**src/rtl/fp_fma_narrow.sv**
```systemverilog
// Narrows a full-width fixed-point FMA sum back to Q(ibits).(fbits) with round-half-to-even
// and saturation, through an elastic two-stage valid/acknowledge pipeline.
module fp_fma_narrow #(
    parameter int unsigned ibits    = 12,
    parameter int unsigned fbits    = 20,
    parameter int unsigned id_bits  = 8,
    parameter int unsigned cnt_bits = 16
) (
    input  logic                     clock,
    input  logic                     reset,
    input  logic [2*(ibits+fbits):0] r,
    input  logic                     r_is_signed,
    input  logic [id_bits-1:0]       iid,
    input  logic                     ivalid,
    output logic                     iacknowledge,
    output logic [ibits+fbits-1:0]   q,
    output logic                     qsat,
    output logic [id_bits-1:0]       oid,
    output logic                     ovalid,
    input  logic                     oacknowledge,
    output logic [cnt_bits-1:0]      sat_count,
    input  logic                     sat_clear
);
    localparam int unsigned W  = ibits + fbits;
    localparam int unsigned XW = 2 * W + 2;  // r plus one sign/zero extension bit
    localparam int unsigned NW = XW - fbits;

    logic                s1_valid_q;
    logic                s1_signed_q;
    logic [NW-1:0]       s1_val_q;
    logic [id_bits-1:0]  s1_id_q;
    logic                s2_valid_q;
    logic                s2_sat_q;
    logic [W-1:0]        s2_data_q;
    logic [id_bits-1:0]  s2_id_q;
    logic [cnt_bits-1:0] sat_count_q;

    logic                s1_advance;
    logic [XW-1:0]       r_ext;
    logic                round_up;
    logic [NW-1:0]       rounded;
    logic [W-1:0]        sat_data;
    logic                sat_flag;

    assign s1_advance   = !s2_valid_q || oacknowledge;
    assign iacknowledge = ivalid && (!s1_valid_q || s1_advance);

    // Guard set and (sticky or odd lsb) gives half-to-even for either sign in two's complement.
    always_comb begin
        r_ext    = {r_is_signed & r[XW-2], r};
        round_up = r_ext[fbits-1] & ((|r_ext[fbits-2:0]) | r_ext[fbits]);
        rounded  = r_ext[XW-1:fbits] + NW'(round_up);
    end

    always_comb begin
        sat_data = s1_val_q[W-1:0];
        sat_flag = 1'b0;
        if (s1_signed_q) begin
            // In range only when every bit from W-1 upward matches the sign.
            if (!(&s1_val_q[NW-1:W-1]) && (|s1_val_q[NW-1:W-1])) begin
                sat_flag = 1'b1;
                sat_data = s1_val_q[NW-1] ? {1'b1, {(W-1){1'b0}}} : {1'b0, {(W-1){1'b1}}};
            end
        end else if (|s1_val_q[NW-1:W]) begin
            sat_flag = 1'b1;
            sat_data = '1;
        end
    end

    always_ff @(posedge clock) begin
        if (!reset) begin
            s1_valid_q  <= 1'b0;
            s2_valid_q  <= 1'b0;
            s2_sat_q    <= 1'b0;
            sat_count_q <= '0;
        end else begin
            if (iacknowledge) begin
                s1_valid_q <= 1'b1;
            end else if (s1_advance) begin
                s1_valid_q <= 1'b0;
            end

            if (s1_advance) begin
                s2_valid_q <= s1_valid_q;
                if (s1_valid_q) begin
                    s2_sat_q <= sat_flag;
                end
            end

            if (sat_clear) begin
                sat_count_q <= '0;
            end else if (s2_valid_q && oacknowledge && s2_sat_q && !(&sat_count_q)) begin
                sat_count_q <= sat_count_q + cnt_bits'(1);
            end
        end
    end

    always_ff @(posedge clock) begin
        if (iacknowledge) begin
            s1_val_q    <= rounded;
            s1_signed_q <= r_is_signed;
            s1_id_q     <= iid;
        end
        if (s1_advance && s1_valid_q) begin
            s2_data_q <= sat_data;
            s2_id_q   <= s1_id_q;
        end
    end

    assign q         = s2_data_q;
    assign qsat      = s2_sat_q;
    assign oid       = s2_id_q;
    assign ovalid    = s2_valid_q;
    assign sat_count = sat_count_q;

endmodule

```
**config.mk**
```make
export PLATFORM = sky130hd
export DESIGN_NAME = fp_fma_narrow
export DESIGN_NICKNAME = d
export VERILOG_FILES = /design/src/rtl/fp_fma_narrow.sv
export SDC_FILE = /design/constraint.sdc
export NUM_CORES = 1
export LEC_CHECK = 0
export BUFFER_PORTS_ARGS = -buffer_cell sky130_fd_sc_hd__buf_4
export CORE_UTILIZATION = 37
export DETAILED_ROUTE_END_ITERATION = 12
export PLACE_DENSITY = 0.61
export RECOVER_POWER = 100
export SLEW_MARGIN = 20
export SYNTH_ARGS = -nofsm -noshare
export SYNTH_HDL_FRONTEND = slang
export SYNTH_SLANG_ARGS = --single-unit
```
**constraint.sdc**
```tcl
create_clock -name clock -period 8.1 [get_ports clock]
set_clock_uncertainty 0.05 [all_clocks]
set_input_delay 1.62 -clock clock [delete_from_list [all_inputs] [get_ports clock]]
set_output_delay 1.62 -clock clock [all_outputs]
set_load 0.005 [all_outputs]
```
==> results_dict.tcl, run 1 <==
set metrics [dict create \
    fill_cells 1190 \
    cts_setup_buffers 0 \
    grt_pass1_wl_mm 18.1 \
    yosysTopAreaCell "edfxtp_1" \
    total_power_mw 1.52 \
    avgRoutedWirePerCell_um 15.2 \
    path_clk_slew_ps 50 \
    outcome "finished, violations left" \
    layout-drive-gt1-share_pct 30.3 \
    grt_usage_pct 16.6 \
    synth_common_cells "95 x edfxtp_1, 40 x xnor2_1, 31 x a21o_1" \
    arrival_ps 2870 \
    syn-num-nets 477 \
    powerDensity_mw_per_mm2 222 \
    path_cells "clkbuf_1 > nor2b_1 > a21boi_4 > buf_4 > clkbuf_4" \
    critPathMaxStageDelay_ps 560 \
    regArea_mm2 0.00323 \
    vdd_ir_drop_max_v 0.000156 \
    p_int_mw 1.22 \
    synthArstFlopShare_pct 0 \
    postRouteWirelength_mm 11.1 \
    cts_resized 0 \
    gp_congestion 0.794 \
    ctsHoldBuffers 0 \
    violations "capacitance limit, slew limit" \
    period_needed_ps 4540 \
    synth-compound-area-share_pct 6.87 \
    cp.required_ps 6430 \
    clkSinkCount 114 \
    drt_pass1_iterations 5 \
    setup_slack_ps 3560 \
    htreeDepth 4 \
    root_buffer "clkbuf_16" \
    die_area_mm2 0.0143 \
    setup_viol 0 \
    first_global_vias 3659 \
    crit_slowest_cell "buf_4" \
    worst_setup_path_start_kind "input port" \
    start_util_pct 38.4 \
    hpwl_mm 8.07 \
    yosys.area.top_type_share_pct 55.7 \
    antenna_found_initial 0 \
    vias 3651 \
    synth.distinct_cells 49 \
    cts_made_buffers 17 \
    die_y_um 120 \
    fin_util_pct 51.4 \
    avgSynthCellArea_um2 12.9 \
    cts_buffer_depth 2 \
    maxCapViolations 2 \
    drcViolationCount 0 \
    cp-end-kind "primary output" \
    min_path_type "reg2reg" \
    ys_top_cells_by_area "edfxtp_1 56%, dfxtp_1 7.4%, xnor2_1 6.8%" \
    fmax_mhz 220 \
    synth.most_common_cell "edfxtp_1" \
    maxSlewHeadroom_pct -18.6 \
    fp-row-count 42 \
    clkPwrFrac_pct 49.6 \
    leakage_nw 2.48 \
    area_delta_synth_final_pct 34.1 \
    yosys_register_bits 114 \
    core_mm2 0.0133 \
    multi_input_area_mm2 0.00177 \
    synth_area_mm2 0.00512 \
    switching_power_uw 305 \
    die_x_um 120 \
    overflow 0 \
    drt_iter0_markers 217 \
    p_seq_share_pct 44.2 \
    synth_top_family_by_area "simple AND/OR/NAND/NOR gates" \
    io_buffer_count 137 \
    synth-simple-area-share_pct 18.7 \
    switching_share_pct 20.0 \
    place_ws_ps 3540 \
    crit_fanout 56 \
    combinationalPowerShare_pct 6.2 \
    synth_edf_count 95 \
    finalHoldViolCount 0 \
    synth-xor-area-share_pct 9.07 \
    cts_tree "done" \
    period_share_pct 56.1 \
    antenna_cells 0 \
    ant_nets 0 \
    synthCells 396 \
    drv_slew 35 \
    worst_pin_slew_ps 1770 \
    ys.flop_type "edfxtp_1" \
    layout.nets 626 \
    grt_setup_unrepaired "no" \
    io_pins 138 \
    setup_tns_ps 0 \
    clock_latency_ps 410 \
    grt_start_max_net_pins 57 \
    worstSetupPathType "in2out" \
    synthAdderAreaFrac_pct 0.489 \
    synthMuxAreaShare_pct 0.391 \
    ys_warn_count 0 \
    ys_seq_area_share_pct 63.1 \
    vias_per_cell 4.98 \
]
## cell type report
type | count | area share, %
inverters | 6 | 0.328
flip-flops and latches | 114 | 47.1
well taps | 176 | 3.21
repair buffers | 141 | 14.9
clock inverters | 13 | 2.44
multi-input cells | 265 | 25.8
clock buffers | 18 | 6.25
## path summary, 6_finish.rpt
| kind | slack [ps] | endpoint | depth (start not counted) | startpoint |
|---|---|---|---|---|
| setup / recovery | 3560 | iacknowledge | 5 | oacknowledge |
| hold / removal | 370 | oid[3]$_DFFE_PP_ | 0 | s1_id_q[3]$_DFFE_PP_ |
| setup reg to reg | 4840 | q[26]$_DFFE_PP_ | 3 | ovalid$_SDFFE_PN0P_ |
| hold reg to reg | 370 | oid[3]$_DFFE_PP_ | 0 | s1_id_q[3]$_DFFE_PP_ |
## registers in the layout, summed over array words and instances, names as in the netlist
register,cells
s1_id_q,8
qsat,1
sat_count,16
oid,8
q,32
s1_val_q,46
s1_valid_q,1
s1_signed_q,1
ovalid,1
## power groups by stage
stage / clock [mW] / combinational [mW] / sequential [mW]
3_3_place_gp: 0 / 0.0978 / 0.685
2_1_floorplan: 0 / 0.0378 / 0.686
6_report: 0.756 / 0.0947 / 0.674
5_1_grt: 0.799 / 0.105 / 0.676
3_5_place_dp: 0 / 0.101 / 0.686
4_1_cts: 0.769 / 0.101 / 0.674
## metrics by stage
stage	instances	cell area, µm²	hold WS, ps
2_1_floorplan	396	5120	350
3_3_place_gp	701	6370	352
3_5_place_dp	702	6400	355
4_1_cts	733	7000	368
5_1_grt	733	6870	373
6_report	733	6870	367
## worst max-delay path, delay by kind of cell
family          cells  cell delay, ps
buf+inv             3             950
simple gates        1             110
compound gates      1             160
## logic make-up (layout without fill, tap and decap cells)
family	after synthesis	in the layout
compound gates	50	50
xor+xnor	53	53
fa+ha+maj	2	2
buf+inv	17	178
flops	114	114
mux	2	2
simple gates	158	158
## routing by layer
layer | global-route usage, % | up-vias | wire (µm) | share of wire (%)
li1 | - | 1795 | - | -
met1 | 20.3 | 1744 | 4920 | 44
met2 | 27.4 | 99 | 5620 | 51
met3 | 4.04 | 13 | 404 | 3.6
met4 | 7.81 | 0 | 163 | 1.5
met5 | 0 | - | 0 | 0
## layout by cell type (no fill, tap or decap), types with 4 or more instances in the layout
master	netlist	routed
and3_1	8	8
nor3_1	13	14
buf_4	0	66
clkbuf_16	0	17
dfxtp_1	19	19
a21o_1	31	31
inv_1	6	6
edfxtp_1	95	95
nor4_1	12	15
nand4_1	18	18
a21oi_1	5	5
nand3_1	22	25
nor2_1	23	25
nor2b_1	4	4
clkbuf_4	0	65
o21ai_0	5	5
nand2_1	23	23
xnor2_1	40	40
clkbuf_1	5	11
bufinv_16	0	4
clkinv_1	0	4
xor2_1	13	13
Power figures use the tool's default switching activity.
==> inputs of run 2 (changes only) <==
- ABC_AREA: not set -> 1
- PLACE_DENSITY: 0.61 -> 0.59
- clock period: 8.1 -> 4.45 ns (I/O delays scaled with it)
==> run 2 against run 1 <==
The run still ends with capacitance limit, slew limit left. Highest routed layer unchanged. Combinational power rose by 120%. Sequential power rose by 84%. Synthesized cell count rose by 76%. Setup slack got worse by 2100 ps. First-iteration DRC count rose by 53%. Via count rose by 43%.
==> results_dict.tcl, run 2 <==
set metrics [dict create \
    powerDensity_mw_per_mm2 356 \
    cts_resized 0 \
    postRouteWirelength_mm 15.8 \
    period_needed_ps 2970 \
    crit_slowest_cell "clkbuf_1" \
    hold_path_depth 0 \
    violations "capacitance limit, slew limit" \
    path_cells "clkbuf_4 > inv_1 > nand2_1 > nand2_1 > inv_1 > clkbuf_1" \
    clkSinkCount 114 \
    synth.distinct_cells 29 \
    worstReg2RegEnd "q[4]$_DFFE_PP_" \
    yosysTopAreaCell "edfxtp_1" \
    avgRoutedWirePerCell_um 14.9 \
    layout-drive-gt1-share_pct 20.5 \
    place_inst 1034 \
    fin_util_pct 49.8 \
    r2r_setup_slack_ps 1810 \
    first_global_vias 4839 \
    root_buffer "clkbuf_16" \
    ant_nets 0 \
    grt_pass1_wl_mm 24.8 \
    area_delta_synth_final_pct 29.2 \
    path_clk_slew_ps 50 \
    rr_startpoint "ovalid$_SDFFE_PN0P_" \
    synth_edf_count 95 \
    top_register "s1_val_q" \
    hpwl_mm 12.4 \
    p_int_mw 2.12 \
    min_path_type "reg2reg" \
    cp-end-kind "register" \
    grt_use_met3_pct 4.62 \
    worst_pin_slew_ps 2210 \
    ys_top_cells_by_area "edfxtp_1 48%, nand2_1 15%, nor2_1 6.4%" \
    switching_share_pct 22.3 \
    layout.nets 923 \
    ys_warn_count 0 \
    synthCells 695 \
    fmax_mhz 337 \
    cp_top_family "buffers and inverters" \
    core_mm2 0.0154 \
    cts_setup_buffers 0 \
    cp.required_ps 4390 \
    ctsHoldBuffers 0 \
    grt_start_max_net_pins 56 \
    cts_buffer_depth 2 \
    vdd_ir_drop_max_v 0.000256 \
    holdCritStartpoint "s1_id_q[2]$_DFFE_PP_" \
    final_cell_mix "232 x nand2_1, 111 x nor2_1, 95 x edfxtp_1" \
    gp_congestion 0.936 \
    ys_seq_area_share_pct 54.4 \
    grt_setup_unrepaired "no" \
    switching_power_uw 610 \
    fill_cells 1511 \
    setup_viol 0 \
    use_met2_pct 32.6 \
    whs_endpoint "oid[2]$_DFFE_PP_" \
    fp-row-count 45 \
    p_seq_share_pct 45.2 \
    grt.busiest_layer "met2" \
    clock_latency_ps 410 \
    cts_made_buffers 17 \
    synth_common_cells "233 x nand2_1, 102 x nor2_1, 95 x edfxtp_1" \
    drcViolationCount 0 \
    worst_setup_path_start_kind "input port" \
    io_buffer_count 137 \
    met1_usage_pct 25.9 \
    vias 5213 \
    die_area_mm2 0.0166 \
    clkPwrFrac_pct 47.2 \
    cts_tree "done" \
    ys.flop_type "edfxtp_1" \
    total_power_mw 2.73 \
    combinationalPowerShare_pct 7.6 \
    setup_tns_ps 0 \
    synthArstFlopShare_pct 0 \
    crit_fanout 40 \
    leakage_nw 2.93 \
    vias_per_cell 4.89 \
    drt_iter0_markers 331 \
    antenna_cells 0 \
    rr_worst_depth 4 \
    die_x_um 129 \
    htreeDepth 4 \
    antenna_found_initial 0 \
    path_buf_inv 4 \
    yosys.area.top_type_share_pct 48.0 \
    outcome "finished, violations left" \
    io_pins 138 \
    die_y_um 129 \
    yosys_register_bits 114 \
    layout_commonest_cell "nand2_1" \
    maxSlewHeadroom_pct -47.6 \
    finalHoldViolCount 0 \
    overflow 0 \
    avgSynthCellArea_um2 8.55 \
    synth.most_common_cell "nand2_1" \
    layout.cells.non_filler 1066 \
    synth_area_mm2 0.00594 \
    syn-num-nets 776 \
    maxCapViolations 1 \
    critPathMaxStageDelay_ps 1560 \
    largest_reg_flops 46 \
    arrival_ps 2910 \
    start_util_pct 38.5 \
    drt_pass1_iterations 5 \
    grt_usage_pct 20.2 \
    drv_slew 41 \
    period_share_pct 66.8 \
    worstSetupPathType "in2reg" \
]
[run 2: cell types whose count changed in the layout (fill, tap and decap cells not counted), moves of 8 or more]
cell / change
nor2_1: +86
xnor2_1: -21
and3_1: -8
a21o_1: -31
inv_1: +47
nor4_1: -14
nand3_1: +8
o21ai_0: +26
a21oi_1: +13
nand2_1: +209
[run 2: cells by family after synthesis]
group	count (synthesis)	share of synthesized area (%)
fa+ha+maj	2	0.421
simple gates	426	30.9
flops	114	54.4
xor+xnor	38	5.60
compound gates	50	4.40
buf+inv	65	4.30
[run 2: how the worst max path moves through the flow]
stage                     cells past startpoint  slack [ps]    startpoint                endpoint
after floorplan                               4        1300  oacknowledge            iacknowledge
after global placement                       10        1890         r[19]  s1_val_q[32]$_DFFE_PP_
after global routing                          6        1140  oacknowledge          q[5]$_DFFE_PP_
after CTS                                     6        1940  oacknowledge            iacknowledge
final                                         6        1480  oacknowledge          q[4]$_DFFE_PP_
after detailed placement                     10        1820         r[19]  s1_val_q[32]$_DFFE_PP_
[run 2: through the flow]
stage	cell area (µm²)	setup WS (ps)	hold WS, ps
after CTS	7770	1940	368
after floorplan	5940	1300	350
final	7680	1480	366
after global routing	7680	1140	372
after detailed placement	7200	1820	355
after global placement	7200	1890	351
[run 2: layout make-up]
| cell class | count | area, µm² | share of cell area, % |
|---|---|---|---|
| Clock inverter | 14 | 140 | 1.82 |
| Sequential cell | 114 | 3230 | 42.1 |
| Multi-Input combinational cell | 516 | 2400 | 31.2 |
| Inverter | 54 | 203 | 2.64 |
| Tap cell | 211 | 264 | 3.44 |
| Timing Repair Buffer | 139 | 1010 | 13.2 |
| Clock buffer | 18 | 429 | 5.59 |
[run 2: routing by layer]
metal,share of wire (%),vias up
li1,-,2592
met1,45,2395
met2,46,199
met3,5.5,27
met4,2.6,0
met5,0,-
[run 2: power by group through the flow]
stage               clock network, mW  registers (mW)  logic (mW)
finish                           1.29            1.24       0.208
detailed placement                  0            1.25       0.216
global route                     1.36            1.24       0.230
global placement                    0            1.25       0.213
floorplan                           0            1.25      0.0859
CTS                              1.32            1.23       0.216
==> inputs of run 3 (changes only) <==
- PLACE_DENSITY: 0.59 -> 0.62
- clock period: 4.45 -> 2.72 ns (I/O delays scaled with it)
==> run 3 against run 2 <==
The run now ends clean. Routed wire length decreased by 5.3%. Sequential cell count unchanged. Die area did not move. Non-clock buffer count rose by 6. First-iteration DRC count decreased by 15%. Final cell count grew 0.56%. Sequential share of layout area increased by 0.069 points. Critical endpoint is now iacknowledge.
==> results_dict.tcl, run 3 (synthesis results as in run 2) <==
set metrics [dict create \
    area_delta_synth_final_pct 29.0 \
    cts_made_buffers 17 \
    cts_resized 0 \
    setup_viol 0 \
    worstSetupPathType "reg2out" \
    design_area_mm2 0.00767 \
    cts_tree "done" \
    grt_start_max_net_pins 42 \
    powerDensity_mw_per_mm2 574 \
    drcViolationCount 0 \
    leakage_nw 2.94 \
    period_needed_ps 2280 \
    finalHoldViolCount 0 \
    fp-row-count 45 \
    drv_slew 0 \
    gp_congestion 0.952 \
    root_buffer "clkbuf_16" \
    placed_area_mm2 0.00724 \
    worst_pin_slew_ps 1140 \
    drt_iter0_markers 283 \
    arrival_ps 1690 \
    drt_pass1_iterations 5 \
    largest_reg_flops 46 \
    final_cell_mix "233 x nand2_1, 110 x nor2_1, 95 x edfxtp_1" \
    fmax_mhz 438 \
    cts_setup_buffers 0 \
    antenna_cells 0 \
    layout.nets 929 \
    die_y_um 129 \
    maxSlewHeadroom_pct 23.8 \
    min_path_type "in2reg" \
    vias 5129 \
    ant_nets 0 \
    grt_setup_unrepaired "no" \
    ctsHoldBuffers 0 \
    vias_per_cell 4.78 \
    first_global_vias 4781 \
    clock_latency_ps 410 \
    postRouteWirelength_mm 15.0 \
    crit_fanout 14 \
    io_pins 138 \
    die_x_um 129 \
    maxCapViolations 0 \
    cts_buffer_depth 2 \
    hpwl_mm 11.8 \
    start_util_pct 38.5 \
    cp-end-kind "primary output" \
    grt_usage_pct 19.1 \
    die_area_mm2 0.0166 \
    overflow 0 \
    vdd_ir_drop_max_v 0.000412 \
    htreeDepth 4 \
    layout_commonest_cell "nand2_1" \
    top_register "s1_val_q" \
    worst_setup_path_start_kind "register" \
    cp.required_ps 2130 \
    path_clk_slew_ps 50 \
    outcome "finished, final reports clean" \
    avgRoutedWirePerCell_um 14.0 \
    io_buffer_count 137 \
    grt_pass1_wl_mm 23.7 \
    core_mm2 0.0154 \
    setup_tns_ps 0 \
    clkSinkCount 114 \
    antenna_found_initial 0 \
    layout-drive-gt1-share_pct 19.6 \
    period_share_pct 83.9 \
]
==> run 3: critical path, cell delays in order, from the launching register on <==
cell      delay (ps)
dfxtp_1          320
nand3_1          100
nand2_1           70
inv_1            500
clkbuf_4         280
==> run 3: worst paths after layout <==
kind / from / slack (ps) / end / cells past startpoint
hold / removal: iid[6] / 290 / s1_id_q[6]$_DFFE_PP_ / 1
setup reg to reg: s1_val_q[34]$_DFFE_PP_ / 610 / q[0]$_DFFE_PP_ / 7
hold reg to reg: s1_id_q[0]$_DFFE_PP_ / 370 / oid[0]$_DFFE_PP_ / 0
setup / recovery: ovalid$_SDFFE_PN0P_ / 440 / iacknowledge / 4
==> run 3: per-layer routing <==
metal / routed length, µm / global-route usage, %
met5: 0 / 0
met4: 254 / 7.40
met3: 797 / 4.70
met2: 6780 / 30.6
met1: 7170 / 24.9
==> run 3: power breakdown <==
group / internal, mW / switching, mW
Combinational: 0.146 / 0.190
Clock: 1.32 / 0.721
Sequential: 1.99 / 0.0309
Total: 3.46 / 0.942
==> run 3: metrics by stage <==
stage	instances	setup WS [ps]	util, %	power [mW]	hold WS, ps
floorplan	695	261	-	2.19	350
global placement	1040	489	46.9	2.40	350
detailed placement	1040	449	46.9	2.40	355
CTS	1072	677	50.5	4.46	246
global route	1072	308	49.7	4.57	269
finish	1072	438	49.7	4.40	288
==> run 3: area by class of cell <==
cell class	instances	area (µm²)
fillers	1529	7760
repair buffers	145	1040
well taps	211	264
clock buffers	19	433
flip-flops and latches	114	3230
inverters	54	203
multi-input cells	516	2380
clock inverters	13	119
